## src/rtl/ulpi_pkg.sv

```systemverilog
// Shared ULPI register-port definitions: bus widths, arbiter state encoding and
// the PHY register addresses used by the on-chip requesters.
package ulpi_pkg;

  localparam int ULPI_ADDR_W = 6;
  localparam int ULPI_DATA_W = 8;

  typedef enum logic [1:0] {
    ST_IDLE  = 2'd0,
    ST_ISSUE = 2'd1,
    ST_WAIT  = 2'd2,
    ST_RETRY = 2'd3
  } arb_state_e;

  localparam logic [ULPI_ADDR_W-1:0] FUN_CTRL = 6'h04;
  localparam logic [ULPI_ADDR_W-1:0] IFC_CTRL = 6'h07;
  localparam logic [ULPI_ADDR_W-1:0] OTG_CTRL = 6'h0A;
  localparam logic [ULPI_ADDR_W-1:0] SCRATCH  = 6'h16;

endpackage

```

## src/rtl/ulpi_reg_arbiter_if.sv

```systemverilog
// Requester-side and ULPI-core-side signals of the register-port arbiter.
// master = the arbiter, slave = requesters plus ULPI core.
interface ulpi_reg_arbiter_if
  import ulpi_pkg::*;
#(
  parameter int NUM_REQ = 3
);

  logic [NUM_REQ-1:0]             REQ_EN;
  logic [NUM_REQ-1:0]             REQ_RW;
  logic [ULPI_ADDR_W*NUM_REQ-1:0] REQ_ADDR;
  logic [ULPI_DATA_W*NUM_REQ-1:0] REQ_DATA;
  logic [NUM_REQ-1:0]             REQ_DONE;
  logic [NUM_REQ-1:0]             REQ_FAIL;
  logic [ULPI_DATA_W-1:0]         REQ_RDATA;
  logic                           REQ_BUSY;

  logic                           READY;
  logic                           REG_EN;
  logic                           REG_RW;
  logic [ULPI_ADDR_W-1:0]         REG_ADDR;
  logic [ULPI_DATA_W-1:0]         REG_DATA_I;
  logic [ULPI_DATA_W-1:0]         REG_DATA_O;
  logic                           REG_DONE;
  logic                           REG_FAIL;

  logic [15:0]                    STAT_RETRIES;
  logic [15:0]                    STAT_FAILS;

  modport master (
    input  REQ_EN, REQ_RW, REQ_ADDR, REQ_DATA,
    output REQ_DONE, REQ_FAIL, REQ_RDATA, REQ_BUSY,
    input  READY, REG_DATA_O, REG_DONE, REG_FAIL,
    output REG_EN, REG_RW, REG_ADDR, REG_DATA_I,
    output STAT_RETRIES, STAT_FAILS
  );

  modport slave (
    output REQ_EN, REQ_RW, REQ_ADDR, REQ_DATA,
    input  REQ_DONE, REQ_FAIL, REQ_RDATA, REQ_BUSY,
    output READY, REG_DATA_O, REG_DONE, REG_FAIL,
    input  REG_EN, REG_RW, REG_ADDR, REG_DATA_I,
    input  STAT_RETRIES, STAT_FAILS
  );

endinterface

```

## src/rtl/ulpi_rr_arbiter.sv

```systemverilog
// Combinational round-robin grant: first set request at or after ptr, wrapping.
// Produces a one-hot grant, its index and a valid flag.
module ulpi_rr_arbiter #(
  parameter int NUM_REQ = 3,
  parameter int IDX_W   = 2
) (
  input  logic [NUM_REQ-1:0] req,
  input  logic [IDX_W-1:0]   ptr,
  output logic [NUM_REQ-1:0] gnt_oh,
  output logic [IDX_W-1:0]   gnt_idx,
  output logic               gnt_vld
);

  function automatic int wrap_idx(input int k);
    return (k >= NUM_REQ) ? k - NUM_REQ : k;
  endfunction

  always_comb begin
    gnt_oh  = '0;
    gnt_idx = '0;
    gnt_vld = 1'b0;
    for (int i = 0; i < NUM_REQ; i++) begin
      if (!gnt_vld && req[wrap_idx(int'(ptr) + i)]) begin
        gnt_vld                          = 1'b1;
        gnt_oh[wrap_idx(int'(ptr) + i)]  = 1'b1;
        gnt_idx                          = IDX_W'(wrap_idx(int'(ptr) + i));
      end
    end
  end

endmodule

```

## src/rtl/ulpi_reg_arbiter.sv

```systemverilog
// Round-robin sharing of the ULPI register port with retry and timeout.
// Define ULPI_REG_ARB_STATS_EN to build the saturating retry/failure counters.
module ulpi_reg_arbiter
  import ulpi_pkg::*;
#(
  parameter int NUM_REQ   = 3,
  parameter int MAX_RETRY = 3,
  parameter int TIMEOUT   = 255
) (
  input logic                CLK_60M,
  input logic                NRST_A_USB,
  ulpi_reg_arbiter_if.master bus
);

  localparam int         IDX_W     = (NUM_REQ > 1) ? $clog2(NUM_REQ) : 1;
  localparam int         RETRY_W   = (MAX_RETRY > 0) ? $clog2(MAX_RETRY + 1) : 1;
  localparam logic [7:0] TMO_LIMIT = 8'(TIMEOUT);

  function automatic logic [IDX_W-1:0] next_idx(input logic [IDX_W-1:0] i);
    return (int'(i) == NUM_REQ - 1) ? '0 : i + IDX_W'(1);
  endfunction

  arb_state_e             state;
  logic [IDX_W-1:0]       ptr;
  logic [IDX_W-1:0]       own_idx;
  logic [7:0]             tmo_cnt;
  logic [RETRY_W-1:0]     retry_cnt;

  logic [NUM_REQ-1:0]     gnt_oh;
  logic [IDX_W-1:0]       gnt_idx;
  logic                   gnt_vld;

  logic                   sel_rw;
  logic [ULPI_ADDR_W-1:0] sel_addr;
  logic [ULPI_DATA_W-1:0] sel_data;

  logic                   reg_en;
  logic                   reg_rw;
  logic [ULPI_ADDR_W-1:0] reg_addr;
  logic [ULPI_DATA_W-1:0] reg_wdata;
  logic                   req_busy;
  logic [NUM_REQ-1:0]     req_done_p1;
  logic [NUM_REQ-1:0]     req_fail_p1;
  logic [ULPI_DATA_W-1:0] rdata_p1;

  logic                   wait_abort;
  logic                   retry_ok;

  ulpi_rr_arbiter #(
    .NUM_REQ (NUM_REQ),
    .IDX_W   (IDX_W)
  ) u_rr (
    .req     (bus.REQ_EN),
    .ptr     (ptr),
    .gnt_oh  (gnt_oh),
    .gnt_idx (gnt_idx),
    .gnt_vld (gnt_vld)
  );

  always_comb begin
    sel_rw   = 1'b0;
    sel_addr = '0;
    sel_data = '0;
    for (int i = 0; i < NUM_REQ; i++) begin
      if (gnt_oh[i]) begin
        sel_rw   = bus.REQ_RW[i];
        sel_addr = bus.REQ_ADDR[i*ULPI_ADDR_W +: ULPI_ADDR_W];
        sel_data = bus.REQ_DATA[i*ULPI_DATA_W +: ULPI_DATA_W];
      end
    end
  end

  // REG_FAIL outranks a simultaneous REG_DONE; a timeout is treated like a fail.
  assign wait_abort = (state == ST_WAIT) && (bus.REG_FAIL || (tmo_cnt == TMO_LIMIT));
  assign retry_ok   = int'(retry_cnt) < MAX_RETRY;

  always_ff @(posedge CLK_60M or negedge NRST_A_USB) begin
    if (!NRST_A_USB) begin
      state       <= ST_IDLE;
      ptr         <= '0;
      own_idx     <= '0;
      tmo_cnt     <= '0;
      retry_cnt   <= '0;
      reg_en      <= 1'b0;
      reg_rw      <= 1'b0;
      reg_addr    <= '0;
      reg_wdata   <= '0;
      req_busy    <= 1'b0;
      req_done_p1 <= '0;
      req_fail_p1 <= '0;
      rdata_p1    <= '0;
    end else begin
      reg_en      <= 1'b0;
      req_done_p1 <= '0;
      req_fail_p1 <= '0;
      case (state)
        ST_IDLE: begin
          if (bus.READY && gnt_vld) begin
            own_idx   <= gnt_idx;
            reg_rw    <= sel_rw;
            reg_addr  <= sel_addr;
            reg_wdata <= sel_data;
            retry_cnt <= '0;
            req_busy  <= 1'b1;
            state     <= ST_ISSUE;
          end
        end
        ST_ISSUE: begin
          reg_en  <= 1'b1;
          tmo_cnt <= '0;
          state   <= ST_WAIT;
        end
        ST_WAIT: begin
          if (wait_abort) begin
            if (retry_ok) begin
              retry_cnt <= retry_cnt + RETRY_W'(1);
              state     <= ST_RETRY;
            end else begin
              req_fail_p1[own_idx] <= 1'b1;
              ptr                  <= next_idx(own_idx);
              req_busy             <= 1'b0;
              state                <= ST_IDLE;
            end
          end else if (bus.REG_DONE) begin
            req_done_p1[own_idx] <= 1'b1;
            if (!reg_rw) rdata_p1 <= bus.REG_DATA_O;
            ptr      <= next_idx(own_idx);
            req_busy <= 1'b0;
            state    <= ST_IDLE;
          end else begin
            tmo_cnt <= tmo_cnt + 8'd1;
          end
        end
        ST_RETRY: begin
          if (bus.READY) state <= ST_ISSUE;
        end
        default: state <= ST_IDLE;
      endcase
    end
  end

  assign bus.REG_EN     = reg_en;
  assign bus.REG_RW     = reg_rw;
  assign bus.REG_ADDR   = reg_addr;
  assign bus.REG_DATA_I = reg_wdata;
  assign bus.REQ_BUSY   = req_busy;
  assign bus.REQ_DONE   = req_done_p1;
  assign bus.REQ_FAIL   = req_fail_p1;
  assign bus.REQ_RDATA  = rdata_p1;

`ifdef ULPI_REG_ARB_STATS_EN
  logic [15:0] stat_retries;
  logic [15:0] stat_fails;

  function automatic logic [15:0] sat_inc16(input logic [15:0] v);
    return (v == 16'hFFFF) ? v : v + 16'd1;
  endfunction

  always_ff @(posedge CLK_60M or negedge NRST_A_USB) begin
    if (!NRST_A_USB) begin
      stat_retries <= '0;
      stat_fails   <= '0;
    end else begin
      if (wait_abort && retry_ok)  stat_retries <= sat_inc16(stat_retries);
      if (wait_abort && !retry_ok) stat_fails   <= sat_inc16(stat_fails);
    end
  end

  assign bus.STAT_RETRIES = stat_retries;
  assign bus.STAT_FAILS   = stat_fails;
`else
  assign bus.STAT_RETRIES = '0;
  assign bus.STAT_FAILS   = '0;
`endif

endmodule

```

## src/flat_wrapper.sv

```systemverilog
// flat-port wrapper written by rule: the top's interface ports become plain ports
module ulpi_reg_arbiter_flat import ulpi_pkg::*;
#(
  parameter int NUM_REQ   = 3,
  parameter int MAX_RETRY = 3,
  parameter int TIMEOUT   = 255
)
  (CLK_60M, NRST_A_USB, bus_REQ_EN, bus_REQ_RW, bus_REQ_ADDR, bus_REQ_DATA, bus_REQ_DONE, bus_REQ_FAIL, bus_REQ_RDATA, bus_REQ_BUSY, bus_READY, bus_REG_DATA_O, bus_REG_DONE, bus_REG_FAIL, bus_REG_EN, bus_REG_RW, bus_REG_ADDR, bus_REG_DATA_I, bus_STAT_RETRIES, bus_STAT_FAILS);
  ulpi_reg_arbiter_if #(.NUM_REQ(NUM_REQ)) bus_i ();
  input logic CLK_60M;
  input logic NRST_A_USB;
  input wire logic [$bits(bus_i.REQ_EN)-1:0] bus_REQ_EN;
  input wire logic [$bits(bus_i.REQ_RW)-1:0] bus_REQ_RW;
  input wire logic [$bits(bus_i.REQ_ADDR)-1:0] bus_REQ_ADDR;
  input wire logic [$bits(bus_i.REQ_DATA)-1:0] bus_REQ_DATA;
  output wire logic [$bits(bus_i.REQ_DONE)-1:0] bus_REQ_DONE;
  output wire logic [$bits(bus_i.REQ_FAIL)-1:0] bus_REQ_FAIL;
  output wire logic [$bits(bus_i.REQ_RDATA)-1:0] bus_REQ_RDATA;
  output wire logic [$bits(bus_i.REQ_BUSY)-1:0] bus_REQ_BUSY;
  input wire logic [$bits(bus_i.READY)-1:0] bus_READY;
  input wire logic [$bits(bus_i.REG_DATA_O)-1:0] bus_REG_DATA_O;
  input wire logic [$bits(bus_i.REG_DONE)-1:0] bus_REG_DONE;
  input wire logic [$bits(bus_i.REG_FAIL)-1:0] bus_REG_FAIL;
  output wire logic [$bits(bus_i.REG_EN)-1:0] bus_REG_EN;
  output wire logic [$bits(bus_i.REG_RW)-1:0] bus_REG_RW;
  output wire logic [$bits(bus_i.REG_ADDR)-1:0] bus_REG_ADDR;
  output wire logic [$bits(bus_i.REG_DATA_I)-1:0] bus_REG_DATA_I;
  output wire logic [$bits(bus_i.STAT_RETRIES)-1:0] bus_STAT_RETRIES;
  output wire logic [$bits(bus_i.STAT_FAILS)-1:0] bus_STAT_FAILS;
  assign bus_i.REQ_EN = bus_REQ_EN;
  assign bus_i.REQ_RW = bus_REQ_RW;
  assign bus_i.REQ_ADDR = bus_REQ_ADDR;
  assign bus_i.REQ_DATA = bus_REQ_DATA;
  assign bus_REQ_DONE = bus_i.REQ_DONE;
  assign bus_REQ_FAIL = bus_i.REQ_FAIL;
  assign bus_REQ_RDATA = bus_i.REQ_RDATA;
  assign bus_REQ_BUSY = bus_i.REQ_BUSY;
  assign bus_i.READY = bus_READY;
  assign bus_i.REG_DATA_O = bus_REG_DATA_O;
  assign bus_i.REG_DONE = bus_REG_DONE;
  assign bus_i.REG_FAIL = bus_REG_FAIL;
  assign bus_REG_EN = bus_i.REG_EN;
  assign bus_REG_RW = bus_i.REG_RW;
  assign bus_REG_ADDR = bus_i.REG_ADDR;
  assign bus_REG_DATA_I = bus_i.REG_DATA_I;
  assign bus_STAT_RETRIES = bus_i.STAT_RETRIES;
  assign bus_STAT_FAILS = bus_i.STAT_FAILS;
  ulpi_reg_arbiter #(.NUM_REQ(NUM_REQ), .MAX_RETRY(MAX_RETRY), .TIMEOUT(TIMEOUT)) u_core (.CLK_60M(CLK_60M), .NRST_A_USB(NRST_A_USB), .bus(bus_i));
endmodule
```

## config.mk

```make
export PLATFORM = sky130hd
export DESIGN_NAME = ulpi_reg_arbiter_flat
export DESIGN_NICKNAME = d
export VERILOG_FILES = /design/src/rtl/ulpi_pkg.sv /design/src/rtl/ulpi_reg_arbiter_if.sv /design/src/rtl/ulpi_rr_arbiter.sv /design/src/rtl/ulpi_reg_arbiter.sv /design/src/flat_wrapper.sv
export SDC_FILE = /design/constraint.sdc
export NUM_CORES = 1
export LEC_CHECK = 0
export CAP_MARGIN = 20
export CORE_MARGIN = 4
export CORE_UTILIZATION = 43
export CTS_CLUSTER_DIAMETER = 100
export CTS_CLUSTER_SIZE = 14
export DETAILED_ROUTE_END_ITERATION = 10
export PLACE_DENSITY = 0.79
export REMOVE_ABC_BUFFERS = 1
export SLEW_MARGIN = 20
export SYNTH_ARGS = -nofsm -noshare
export SYNTH_HDL_FRONTEND = slang
export SYNTH_HIERARCHICAL = 1
export SYNTH_SLANG_ARGS = --single-unit
```

## constraint.sdc

```tcl
create_clock -name CLK_60M -period 3.5 [get_ports CLK_60M]
set_clock_uncertainty 0.1 [all_clocks]
set_input_delay 0.525 -clock CLK_60M [delete_from_list [all_inputs] [get_ports CLK_60M]]
set_output_delay 0.525 -clock CLK_60M [all_outputs]
set_load 0.05 [all_outputs]
```

* After elaboration in Yosys (flattened, before gate mapping)
Cells that the tools add are included.
** Cells by class
- Magnitude comparators :: 12
- Muxes and demuxes :: 67
- Bitwise logic cells :: 4
- Equality and inequality tests :: 14
- Shifts and indexed selects :: 0
- $add $sub $neg :: 8
- Multiply operators :: 0
- Div/mod/pow operators :: 0
- Reductions and logical operators :: 22
** Operator list (number)
- greater-or-equal comparator 32 x 1 -> 1 bit (second input constant) :: 3
- less-than comparator 32 x 4 -> 1 bit (second input constant) :: 3
- 2-to-1 mux 32 bit :: 3
- 2-to-1 mux 8 bit :: 5
- 2-to-1 mux 2 bit :: 15
- 2-to-1 mux 3 bit :: 9
- 2-to-1 mux 1 bit :: 21
- 2-to-1 mux 6 bit :: 3
- one-hot mux 8 bit (2 select lines) :: 1
- AND reduction 4 bit :: 3
- AND reduction 3 bit :: 3
- adder 8 x 1 -> 8 bit (second input constant) :: 1
- demux 1 bit (select 2 bit) :: 4
- == test 8 bit (second input constant) :: 1
- logical AND 1 bit :: 8
- inequality test 2 bit (second input constant) :: 4
- one-hot mux 2 bit (4 select lines) :: 1
- subtractor 3 x 2 -> 4 bit (second input constant) :: 2
- binary-select mux 1 bit (select 2 bit) :: 3
- == test 2 bit (second input constant) :: 3
- greater-or-equal comparator 3 x 2 -> 1 bit (second input constant) :: 2
- inequality test 2 x 1 -> 1 bit (second input constant) :: 3
- bitwise OR 3 bit :: 2
- nonzero test 2 bit :: 3
- 18 further kinds :: 21
** Storage, ports and cells
- Latch bits :: 0
- Logic and storage cells :: 140
- ROM bits :: 0
- Input bits :: 61
- Memories :: 0
- Flip-flop bits (word level) :: 47
- Memory bits (writable) :: 0
- Output and inout bits :: 63

* Depth between registers and ports, before layout
- Depth in word-level cells :: 15
- Mapped depth :: 12
- Mapped depth without buffers :: 10

* Hierarchy
The synthesis kept the hierarchy.
** Modules (own cells, without submodules)
- ulpi_reg_arbiter :: seq. area each 1176.1 um^2, times used 1, area an instance 2567.5 um^2, cells an instance 259
- ulpi_rr_arbiter :: seq. area each 0.0 um^2, times used 1, area an instance 381.6 um^2, cells an instance 52

* Worst setup path after synthesis
OpenSTA, ideal clock, no wires.
- Path kind :: reg-to-reg
- From :: reg u_core.ptr[0]
- To :: reg u_core.reg_addr[0], in the netlist u_core/bus.REG_ADDR[0]
- Cell stages (with the launch flop) :: 12
- Path buffers :: 3
- Required time :: 3265 ps
- Slack :: 1059 ps
- Arrival time :: 2207 ps
- Setup time :: 135 ps
- Clock period less this slack :: 2441 ps
- Cell sequence :: dfrtp_1 inv_1 ha_1 buf_2 nor2_1 o32a_1 a21oi_1 clkbuf_1 nor2b_1 clkbuf_1 a221oi_1 o31ai_1
** Between the ends
- Elaborated cells between the ends (all ways) :: 52
- Those cells by class :: 5 x add/sub; 9 x order compare; 27 x mux; 2 x bitwise; 9 x reduce/logical
** RTL lines
- from (decl) :: RTL line ulpi_reg_arbiter.sv:24 : logic [IDX_W-1:0] ptr;
- from (signal assigned) :: RTL line ulpi_reg_arbiter.sv:120 : ptr <= next_idx(own_idx);
- from (signal assigned) :: RTL line ulpi_reg_arbiter.sv:127 : ptr <= next_idx(own_idx);
- branches (longest 11 deep; another with greater-or-equal comparator 32 x 1 -> 1 bit)
- 2-to-1 mux 3 bit * :: RTL line ulpi_rr_arbiter.sv:23 : if (!gnt_vld && req[wrap_idx(int'(ptr) + i)]) begin
- via u_core.gnt_oh[1] :: RTL line ulpi_reg_arbiter.sv:29 : logic [NUM_REQ-1:0] gnt_oh;
- 2-to-1 mux 6 bit * (2 in a row) :: RTL line ulpi_reg_arbiter.sv:65 : if (gnt_oh[i]) begin
- to (signal assigned) :: RTL line ulpi_reg_arbiter.sv:101 : reg_addr <= sel_addr;
- to (decl) :: RTL line ulpi_reg_arbiter.sv:39 : logic [ULPI_ADDR_W-1:0] reg_addr;
Mark *: on every way through the listed nets, which the timed path passes. The select of a mux whose other input is x is not followed.
A chain may end at the register's enable or synchronous reset.

* Worst setup path in the final report
- From :: reg u_core.ptr[1]
- To :: reg u_core.reg_wdata[1], in the netlist u_core/bus.REG_DATA_I[1]
** Between the ends
- Word-level cells in the longest chain between the ends :: 15
- Elaborated cells between the ends (all ways) :: 52
- Those cells by class :: 5 x add/sub; 9 x order compare; 27 x mux; 2 x bitwise; 9 x reduce/logical
** Ends and longest elaborated chain
- branches (longest 11 deep; another with greater-or-equal comparator 32 x 1 -> 1 bit)
- 2-to-1 mux 3 bit * :: RTL line ulpi_rr_arbiter.sv:23
- via u_core.gnt_oh[0] :: RTL line ulpi_reg_arbiter.sv:29
- 2-to-1 mux 8 bit * (3 in a row) :: RTL line ulpi_reg_arbiter.sv:65
- to (signal assigned) :: RTL line ulpi_reg_arbiter.sv:102 : reg_wdata <= sel_data;
- to (decl) :: RTL line ulpi_reg_arbiter.sv:40 : logic [ULPI_DATA_W-1:0] reg_wdata;
Marked as above.

==> results by group <==
Layout
  • Share of post-route cells with drive strength above 1: 8.27%
  • Final nets: about 470
  • Filler cells: 532
  • P&R area growth vs syn: 33.4%
  • Antenna fix cells: 0

Routing
  • # DRC: 0
  • Initial DRT Pass Iterations: 4
  • Routed WL per cell: 15.1 µm
  • Post-DRT Antenna Nets: 0
  • Drt first-iter violations: 142
  • Total Wirelength: 7200 µm
  • DR vias/cell: 5.41
  • Via count: approximately 2600

Timing
  • Final Max Slew Viols: 0
  • RSZ-0062 raised after global routing: false
  • Max_slew headroom: 38.3%
  • TNS Setup: 0 ns
  • Post-route setup slack: 0.467 ns
  • Final Hold Fails: 0
  • Achievable Freq: between 300 and 400 MHz
  • Crit path time final: 3.03 ns
  • Period utilization: 86.6%
  • Final setup vio count: 0
  • Worst slew pin tran: 0.924 ns

Yosys
  • Synth async-reset ratio: 100%
  • Syn Area/Cell: approximately 9.5 µm²
  • Register area share after synthesis: approximately 40%
  • Yosys reg bits: 47
  • Post-synth top area cell: dfrtp_1
  • Post-synth EDFFs: 0
  • Post-synth cell types: 49
  • Ys Warns: 6
  • Synth area leaders: dfrtp_1, buf_4, mux2_2
  • Post-Syn Area: between 2000 and 3000 µm²
  • Top_reg_cell synth: dfrtp_1
  • Post-synth top area share: 39.9%
  • Gate Count Post-Synth: 311

Power and ir drop
  • Cell Pwr Density: 869 nW/µm²
  • Maximum vdd drop: 451 µV
  • Internal power: 1.81 mW
  • Switching pwr: 1.61 mW
  • Clock Power Share: 13.7%
  • Flop pwr share: 23.9%
  • Leakage power: between 1.5 and 2 nW
  • Switching part of the total: 47.1%
  • Combinational Power Share: 62.4%
  • Overall power: 3.42 mW

Placement
  • HPWL Detailed: 5560 µm
  • GPL Wtd Cong: about 0.84
  • IO Port Bufs: 91
  • Dpl ws: about 0.22 ns

Floorplanning
  • Die Width: just over 90 µm
  • Core ar.: 6490 µm²
  • Std cell rows: 29
  • Top Ports: 124
  • Die height: 90.8 µm
  • Die area: 8250 µm²
  • Initial Util: a little under half

Job
  • Max-cap viol count: 0

Clocking
  • Clock-pin slew on the worst setup and hold paths: 0.09 ns
  • Clock buffer depth: 2
  • H-Tree Depth: 2
  • Hold_buf cts: 0
  • CTS tree: done
  • Clk_lat worst skew: 0.30 ns
  • Clk sinks: 47
  • Root buf cell: clkbuf_8
  • Post-CTS Setup Bufs: 0
  • Resized cells post-CTS: 0
  • Num CTS Buffers: 5

Critical path
  • Critical path launch point type: register
  • Critical-path maximum fanout: 13
  • Worst Setup End Kind: register
  • Crit Path Class: register to register
  • R2R setup slack: 0.47 ns
  • WP data required: 3.61 ns
  • Worst Path Arrival: 3.14 ns

Global routing
  • First-pass GRT wire length: ~11000 µm
  • Number of global-route vias before repair: 2355
  • Largest net degree at the start of global routing: 48
  • Initial antenna violation count: 0
  • GRT Total Usage: 16.7%
  • Global route overflow: 0

Worst hold path
  • Hold Path Class: primary input to asynchronous set/reset pin

Outcome
  • Status: finished, final reports clean
-- stage by stage --
step	utilization, %	hold WS, ns	instances	cell area [µm²]
4_1_cts	60.5	0.348	476	3930
6_report	60.6	0.125	476	3940
2_1_floorplan	-	0.129	296	2750
3_3_place_gp	58.3	0.360	467	3780
5_1_grt	60.6	0.179	476	3940
3_5_place_dp	58.5	0.365	468	3800
-- layout make-up --
| class | count | area, µm² | share of cell area [%] |
|---|---|---|---|
| Clock inverter | 2 | 60.1 | 1.53 |
| Tap cell | 77 | 96.3 | 2.45 |
| Timing Repair Buffer | 95 | 946 | 24.0 |
| Inverter | 11 | 41.3 | 1.05 |
| Sequential cell | 47 | 1180 | 29.9 |
| Clock buffer | 6 | 72.6 | 1.84 |
| Multi-Input combinational cell | 238 | 1540 | 39.2 |
-- sequential cells by signal, summed over array words and instances (netlist names) --
name,flops
u_core/ptr,2
u_core/bus.REQ_BUSY,1
u_core/bus.REG_DATA_I,8
u_core/bus.REG_RW,1
u_core/bus.REG_ADDR,6
u_core/bus.REQ_RDATA,8
u_core/bus.REG_EN,1
u_core/state,2
u_core/bus.REQ_DONE,3
u_core/bus.REQ_FAIL,3
u_core/tmo_cnt,8
u_core/own_idx,2
u_core/retry_cnt,2
-- routing by layer --
layer,wire (µm),part of all wire (%),global-route usage (%)
met1,2950,41,21.2
met2,3670,51,28.3
met3,452,6.3,3.67
met4,135,1.9,5.15
met5,0,0,0
-- Yosys cell counts (all sizes together), types with 2 or more instances --
| cell type | instances |
|---|---|
| o21ai | 8 |
| and3 | 2 |
| a31oi | 2 |
| xnor2 | 3 |
| nand3b | 2 |
| nand2 | 30 |
| a21oi | 15 |
| buf | 34 |
| nor2 | 17 |
| a211oi | 2 |
| nand2b | 7 |
| inv | 11 |
| nand4 | 4 |
| clkbuf | 12 |
| nor2b | 16 |
| nand3 | 9 |
| dfrtp | 47 |
| a221oi | 13 |
| o211ai | 2 |
| mux2 | 14 |
| nor3 | 4 |
| o22ai | 3 |
| mux2i | 5 |
| ha | 10 |
| or4 | 2 |
| o31ai | 18 |
-- logic make-up after synthesis --
group | Yosys count | share of synthesized area (%)
flip-flops | 47 | 39.9
AO/OA/AOI/OAI | 73 | 17.4
XOR/XNOR | 3 | 0.891
buffers and inverters | 57 | 12.0
other | 1 | 0.127
adder cells (fa/ha/maj) | 10 | 4.24
multiplexers | 19 | 7.89
AND/OR/NAND/NOR | 101 | 17.6
-- critical path, cell delays in order (launching register included) --
cell	delay, ns
dfrtp_1	0.43
inv_1	0.09
ha_1	0.37
mux2i_4	0.34
mux2i_4	0.12
nor2_1	0.11
o2bb2ai_1	0.15
nor2b_1	0.77
a221oi_1	0.19
o31ai_1	0.28
-- worst paths after layout --
path                                                 startpoint                                    to  cells past startpoint
max in group asynchronous                            NRST_A_USB    u_core/bus.REG_ADDR[2]$_DFFE_PN0P_                      1
setup reg to reg                      u_core/ptr[1]$_DFFE_PN0P_  u_core/bus.REG_DATA_I[1]$_DFFE_PN0P_                      9
setup / recovery                      u_core/ptr[1]$_DFFE_PN0P_  u_core/bus.REG_DATA_I[1]$_DFFE_PN0P_                      9
min in group CLK_60M       u_core/bus.REG_DATA_I[2]$_DFFE_PN0P_  u_core/bus.REG_DATA_I[2]$_DFFE_PN0P_                      2
hold / removal                                       NRST_A_USB       u_core/bus.REQ_BUSY$_DFFE_PN0P_                      1
hold reg to reg            u_core/bus.REG_DATA_I[2]$_DFFE_PN0P_  u_core/bus.REG_DATA_I[2]$_DFFE_PN0P_                      2
-- cell usage in the layout, fill, tap and decap left out, types with 3 or more instances in the layout --
cell type,n
nand3_1,9
buf_4,4
o21ai_0,8
nand2_1,30
a221oi_1,13
clkbuf_8,5
o31ai_1,18
conb_1,32
xnor2_1,3
inv_1,11
nor2_1,17
nand2b_1,7
ha_1,10
nor2b_1,16
nand4_1,4
mux2_2,14
o22ai_1,3
a21oi_1,15
mux2i_1,3
nor3_1,4
clkdlybuf4s50_1,90
dfrtp_1,47
-- power groups by stage --
stage               logic (mW)  clock network [mW]  registers [mW]
global route              2.29               0.499           0.848
finish                    2.13               0.468           0.819
CTS                       2.13               0.478           0.820
detailed placement        2.13                   0           0.831
floorplan                 1.05                   0            1.26
global placement          2.06                   0           0.826
Note: power is estimated with default switching activity, not from simulation.
